===== src/rtl/fir_frame_sequencer.sv =====
// Host-side frame sequencer for the FIR engine: loads input samples into
// shared memory, kicks the engine, then streams the result region back out.
module fir_frame_sequencer #(
   parameter int ADDR_W      = 10,
   parameter int DATA_W      = 8,
   parameter int IN_BASE     = 0,
   parameter int OUT_BASE    = 512,
   parameter int MAX_SAMPLES = 512
) (
   input  logic              clk,
   input  logic              rst,
   input  logic              go,
   input  logic [ADDR_W-1:0] cfg_count,
   output logic              busy,
   output logic              frame_done,
   input  logic              s_valid,
   output logic              s_ready,
   input  logic [DATA_W-1:0] s_data,
   output logic              m_valid,
   input  logic              m_ready,
   output logic [DATA_W-1:0] m_data,
   output logic              m_last,
   output logic              fir_start,
   output logic [ADDR_W-1:0] fir_input_addr,
   output logic [ADDR_W-1:0] fir_output_addr,
   output logic [ADDR_W-1:0] fir_sample_count,
   input  logic              fir_done,
   output logic              fir_grant,
   output logic [ADDR_W-1:0] mem_addr,
   output logic [DATA_W-1:0] mem_wdata,
   output logic              mem_we,
   input  logic [DATA_W-1:0] mem_rdata
);

   typedef enum logic [2:0] {
      IDLE, LOAD, KICK, WAIT, RD_ADDR, RD_CAPT, HOLD, DONE
   } state_t;

   localparam logic [ADDR_W-1:0] IN_A    = ADDR_W'(IN_BASE);
   localparam logic [ADDR_W-1:0] OUT_A   = ADDR_W'(OUT_BASE);
   localparam logic [ADDR_W-1:0] MAX_CNT = ADDR_W'(MAX_SAMPLES);
   localparam logic [ADDR_W-1:0] ONE     = ADDR_W'(1);

   state_t            state;
   state_t            state_nx;
   logic [ADDR_W-1:0] cnt;
   logic [ADDR_W-1:0] idx;
   logic [ADDR_W-1:0] cfg_eff;
   logic              idx_last;

   assign cfg_eff  = (cfg_count > MAX_CNT) ? MAX_CNT : cfg_count;
   assign idx_last = (idx == cnt - ONE);

   assign fir_input_addr   = IN_A;
   assign fir_output_addr  = OUT_A;
   assign fir_sample_count = cnt;

   always_ff @(posedge clk or posedge rst) begin
      if (rst) state <= IDLE;
      else     state <= state_nx;
   end

   always_comb begin
      state_nx = state;
      unique case (state)
         IDLE: begin
            if (go) state_nx = (cfg_eff == '0) ? DONE : LOAD;
         end
         LOAD: begin
            if (s_valid && idx_last) state_nx = KICK;
         end
         KICK: state_nx = WAIT;
         // Done seen in KICK may be left over from the previous frame.
         WAIT: begin
            if (fir_done) state_nx = RD_ADDR;
         end
         RD_ADDR: state_nx = RD_CAPT;
         RD_CAPT: state_nx = HOLD;
         HOLD: begin
            if (m_ready) state_nx = m_last ? DONE : RD_ADDR;
         end
         DONE: state_nx = IDLE;
         default: state_nx = IDLE;
      endcase
   end

   always_comb begin
      busy       = (state != IDLE);
      frame_done = 1'b0;
      s_ready    = 1'b0;
      fir_start  = 1'b0;
      fir_grant  = 1'b0;
      mem_addr   = '0;
      mem_wdata  = '0;
      mem_we     = 1'b0;
      unique case (state)
         LOAD: begin
            s_ready   = 1'b1;
            mem_addr  = IN_A + idx;
            mem_wdata = s_data;
            mem_we    = s_valid;
         end
         KICK: begin
            fir_start = 1'b1;
            fir_grant = 1'b1;
         end
         WAIT:    fir_grant = 1'b1;
         RD_ADDR: mem_addr  = OUT_A + idx;
         RD_CAPT: mem_addr  = OUT_A + idx;
         DONE:    frame_done = 1'b1;
         default: ;
      endcase
   end

   always_ff @(posedge clk or posedge rst) begin
      if (rst) begin
         cnt     <= '0;
         idx     <= '0;
         m_valid <= 1'b0;
         m_data  <= '0;
         m_last  <= 1'b0;
      end else begin
         unique case (state)
            IDLE: begin
               if (go) begin
                  cnt <= cfg_eff;
                  idx <= '0;
               end
            end
            LOAD: begin
               if (s_valid) idx <= idx_last ? '0 : idx + ONE;
            end
            RD_CAPT: begin
               m_data  <= mem_rdata;
               m_valid <= 1'b1;
               m_last  <= idx_last;
            end
            HOLD: begin
               if (m_ready) begin
                  m_valid <= 1'b0;
                  if (!m_last) idx <= idx + ONE;
               end
            end
            default: ;
         endcase
      end
   end

endmodule


===== config.mk =====
export PLATFORM = sky130hd
export DESIGN_NAME = fir_frame_sequencer
export DESIGN_NICKNAME = d
export VERILOG_FILES = /design/src/rtl/fir_frame_sequencer.sv
export SDC_FILE = /design/constraint.sdc
export NUM_CORES = 1
export LEC_CHECK = 0
export ABC_AREA = 1
export CAP_MARGIN = 20
export CORE_ASPECT_RATIO = 1.4
export CORE_MARGIN = 10
export CORE_UTILIZATION = 40
export CTS_CLUSTER_SIZE = 8
export DETAILED_ROUTE_END_ITERATION = 7
export PLACE_DENSITY = 0.77
export SYNTH_ARGS = -nofsm -noshare
export SYNTH_HDL_FRONTEND = slang
export SYNTH_SLANG_ARGS = --single-unit

===== constraint.sdc =====
create_clock -name clk -period 1.7 [get_ports clk]
set_clock_uncertainty 0.15 [all_clocks]
set_input_delay 0.17 -clock clk [delete_from_list [all_inputs] [get_ports clk]]
set_output_delay 0.17 -clock clk [all_outputs]
set_load 0.005 [all_outputs]

# Word-level counts from Yosys, hierarchy flattened
# Cells that the tools add are included.
[word_totals]
regBits = 33
inputBits = 32
elab_cells = 59
[op_classes]
add_sub_neg = 3
n_lt_le_gt_ge = 1
eq_ne = 14
n_mux = 23
n_reduce_logical = 12
[op_table]
columns = ["cell", "count"]
rows = [
  ["$mux 10", 6],
  ["$pmux 10 s3", 1],
  ["$pmux 3 s8", 1],
  ["$pmux 10 s2", 1],
  ["$mux 3", 5],
  ["$eq 3x3->1 const B", 4],
  ["$ne 2x2->1 const B", 6],
  ["$add 10x1->10 const B", 1],
  ["$add 10x10->10 const A", 1],
  ["$eq 10x10->1", 1],
  ["$gt 10x10->1 const B", 1],
  ["$logic_not 10->1", 1],
  ["$sub 10x1->10 const B", 1],
  ["$mux 8", 1],
  ["$eq 3x2->1 const B", 2],
  ["$mux 1", 6],
  ["$reduce_bool 3->1", 2],
  ["$reduce_and 5->1", 1],
  ["$reduce_and 2->1", 2],
  ["$reduce_and 4->1", 1],
  ["$reduce_or 2->1", 2],
  ["$eq 3x1->1 const B", 1],
  ["$logic_not 3->1", 1],
  ["$mux 2", 1],
  ["3 further kinds", 3],
]

# Longest topological paths before layout
[logic_depth]
depth_word = 6
ltp_mapped = 15
depth_no_buf = 14

# Worst setup path after synthesis
# No wires, ideal clock.
[synth_timing]
kind = "reg-to-reg"
from = "register cnt[0], in the netlist fir_sample_count[0]"
to = "register idx[8]"
t_arrival_ns = 1.606
path_slack_ns = -0.170
stages_incl_launch_ff = 12
n_path_buf = 0
synth_period_minus_slack_ns = 1.870
path_cell_list = "dfrtp_1 inv_1 ha_1 nand2_1 o21ai_0 nand3_1 nor2_1 nand3_1 nand2_2 nand3_4 inv_1 nor2_1"
[synth_via]
elab_chain_len = 5
[synth_rtl]
columns = ["item", "line", "text"]
rows = [
  ["start: declaration", "46", "logic [ADDR_W-1:0] cnt;"],
  ["start signal: assignment", "126", "cnt <= cfg_eff;"],
  ["$sub 10x1->10", "52", "assign idx_last = (idx == cnt - ONE);"],
  ["$eq 10x10->1", "52", ""],
  ["$mux 10 (2 in series)", "131", "if (s_valid) idx <= idx_last ? '0 : idx + ONE;"],
  ["$pmux 10 s3", "123", "unique case (state)"],
  ["end signal: assignment", "131", ""],
  ["end signal: assignment", "141", "if (!m_last) idx <= idx + ONE;"],
  ["end: declaration", "47", "logic [ADDR_W-1:0] idx;"],
]
# Every way passes these cells. The select of a mux whose other input is x is not followed.
# A chain may end at the register's enable or synchronous reset.

# Worst setup path after layout
[layout_timing]
from = "register cnt[1], in the netlist fir_sample_count[1]"
to = "register idx[8]"
# The elaborated chain is that of the path after synthesis.

==> qor.txt <==
Fin. max-slew vios - 0
Final core utilization - 66.3%
Iter 0 DRT Violations - 188
Clock period minus final worst setup slack - 2.02 ns
1st-pass router iterations - 7
Final Hold Viols - 0
Status - complete, but fails checks
GRT met2 Usage - 26.6%
Worst Setup Start Kind - flip-flop
Die ar. - 9720 um2
Chip Height - 113 um
Setup violators final - 33
Row count - 33
DR WL/cell - 13.9 um
Inserted Clock Buffers - 5
Power per cell area - 1700 nW/um2
GRT Max-Usage Layer - met2
I/O Pins - 96
Port Buffers - 75
Synthesized area - 2460 um2
Crit share post-route - 119%
Worst hold path type - primary input to async pin
Max VDD drop - 960 uV
Root buf cell - clkbuf_8
Crit. Startpoint - fir_sample_count[1]
Pwr Total - 0.00664 W
Top post-synthesis cells by area - dfrtp_1, nand2_1, inv_1
Drt drc - 0
Final ANT Viol Nets - 0
Reg-to-Reg Start - fir_sample_count[1]
DP Wirelength - 5.85 mm
Leakage - 2.08 nW
Post-synth top cells - nand2_1, inv_1, nor2_1
FFs w/ async S/R, synth - 100%
Cell with the most instances after synthesis - nand2_1
Initial Util - 41.6%
CTS sink count - 33
Failing checks - setup timing
Setup TNS - -6.20 ns
Clock latency on the worst-skew pair - 0.29 ns
Gr usage total - 15.2%
Share of cells above drive strength 1 - 34.9%
# nets final - 514
Layout area overhead - 59.3%
H-tree depth - 2
PnR worst setup slack - -0.324 ns
GR Util met1 - 16.4%
First-pass GRT wire length - 12.3 mm
Avg Cell Area, Syn - 7.25 um2
Post-Synthesis Cells - 339
Total grt overflow - 0
Unrepaired setup endpoints after global routing - true
Vias per cell - 4.72
Vias in the first global route - 2687
Final wirelength - 7.66 mm
Setup CP Type - flip-flop to flip-flop
Filler cells - 489
Pin count of the biggest net entering global routing - 34
Critical Path AT - 2.05 ns
Synth top area share - 33.6%
CTS tree - done
Max frequency - 494 MHz
#FFs+latches synth - 33
Top FF cell, synth - dfrtp_1
Post-synth EDFFs - 0
Yosys warns - 0
Vias - 2602
Worst hold slack - 0.130 ns
Final GP Congestion - 0.875
Seq/Total Area, Yosys - 33.6%
CP required - 1.73 ns
Clock buffer depth - 2
Core area - 5900 um2
Ant. Diodes - 0
Area of the multi-input gates - 1410 um2
Routing usage on met3 - 4.09%
Crit-path max FO - 7
Post-synthesis cell type count - 34
Die Span X - 86.2 um
Max Cap Violations - 0
Synth area leader - dfrtp_1
CP endpoint kind - flip-flop
FF+latch area - 831 um2
Worst-path clk slew - 0.07 ns
Initial antenna violation count - 0
[placed cells by master, fill, tap and decap left out, types with 6 or more instances in the layout]
master and n:
o21ai_0 10, buf_6 13, dfrtp_1 29, nand2_2 6, buf_2 20, clkdlybuf4s50_1 50
conb_1 20, buf_4 55, nor2_1 32, nand3_1 28, xor2_1 8, nand2_1 67
nor2_2 9, inv_1 49, mux2_2 8, nor2_4 10
[final timing paths]
path                       slack, ns                  end  depth (start not counted)
max                            -0.32               idx[8]                         12
min                             0.13               idx[6]                          3
max reg2reg                    -0.32               idx[8]                         12
min reg2reg                     0.35              m_valid                          2
max in group asynchronous       0.93  fir_sample_count[7]                          3
min in group clk                0.35            m_data[0]                          2
[where the power goes]
part	total, W	leakage, nW	internal [W]	switching [W]
Sequential	0.00135	0.417	0.00108	0.000267
Clock	0.000884	0.0681	0.000582	0.000302
Combinational	0.00441	1.59	0.00226	0.00215
[routing by layer]
| layer | share of wire, % | wire, um |
|---|---|---|
| met5 | 0 | 0 |
| met4 | 2.3 | 173 |
| met3 | 7.1 | 544 |
| met2 | 53 | 4030 |
| met1 | 38 | 2910 |
[worst max-delay path: stages, from the launching register on]
cell	delay (ns)
dfrtp_1	0.40
inv_2	0.07
ha_4	0.27
xor2_2	0.13
nand2_1	0.08
nor2_2	0.12
nand2_1	0.07
nor2_1	0.09
nand3_1	0.13
nand2_2	0.15
nand3_4	0.13
inv_2	0.09
nor2_1	0.04
[state kept, by name, indices dropped and copies added (netlist names)]
name              cells
m_valid               1
idx                  10
m_last                1
m_data                8
fir_sample_count     10
state                 3
[per-stage QoR]
step | area [um2] | std cells | worst slack [ns]
2_1_floorplan | 2540 | 357 | -0.0725
3_3_place_gp | 3610 | 531 | -0.345
3_5_place_dp | 3610 | 531 | -0.424
4_1_cts | 3780 | 549 | -0.292
5_1_grt | 3920 | 551 | -0.474
6_report | 3920 | 551 | -0.324
[area by class of cell]
cell class	instances	share of cell area, %
Inverter	59	5.98
Clock inverter	3	1.66
Multi-Input combinational cell	239	36.1
Sequential cell	33	21.2
Clock buffer	5	1.76
Tap cell	70	2.24
Timing Repair Buffer	142	31.0
[kinds of logic (layout without fill, tap and decap cells)]
logic type,Yosys count,in the layout,share of synthesized area (%)
and+or+nand+nor,177,178,35.8
adders and majority gates,2,2,1.02
muxes,8,8,3.67
DFF,33,33,33.6
AOI/OAI and AO/OA,18,18,3.82
buffers and inverters,86,209,17.2
other,2,20,0.306
xor gates and xnor gates,13,13,4.63
[repair_timing]
action,in CTS,in global routing
setup buffers,9,1
gates resized for setup,116,40
hold buffers,0,0
cloned,2,1
pin swaps,9,13
endpoints found under the setup margin,39,47
No activity file was read; power rests on OpenSTA's default activity.
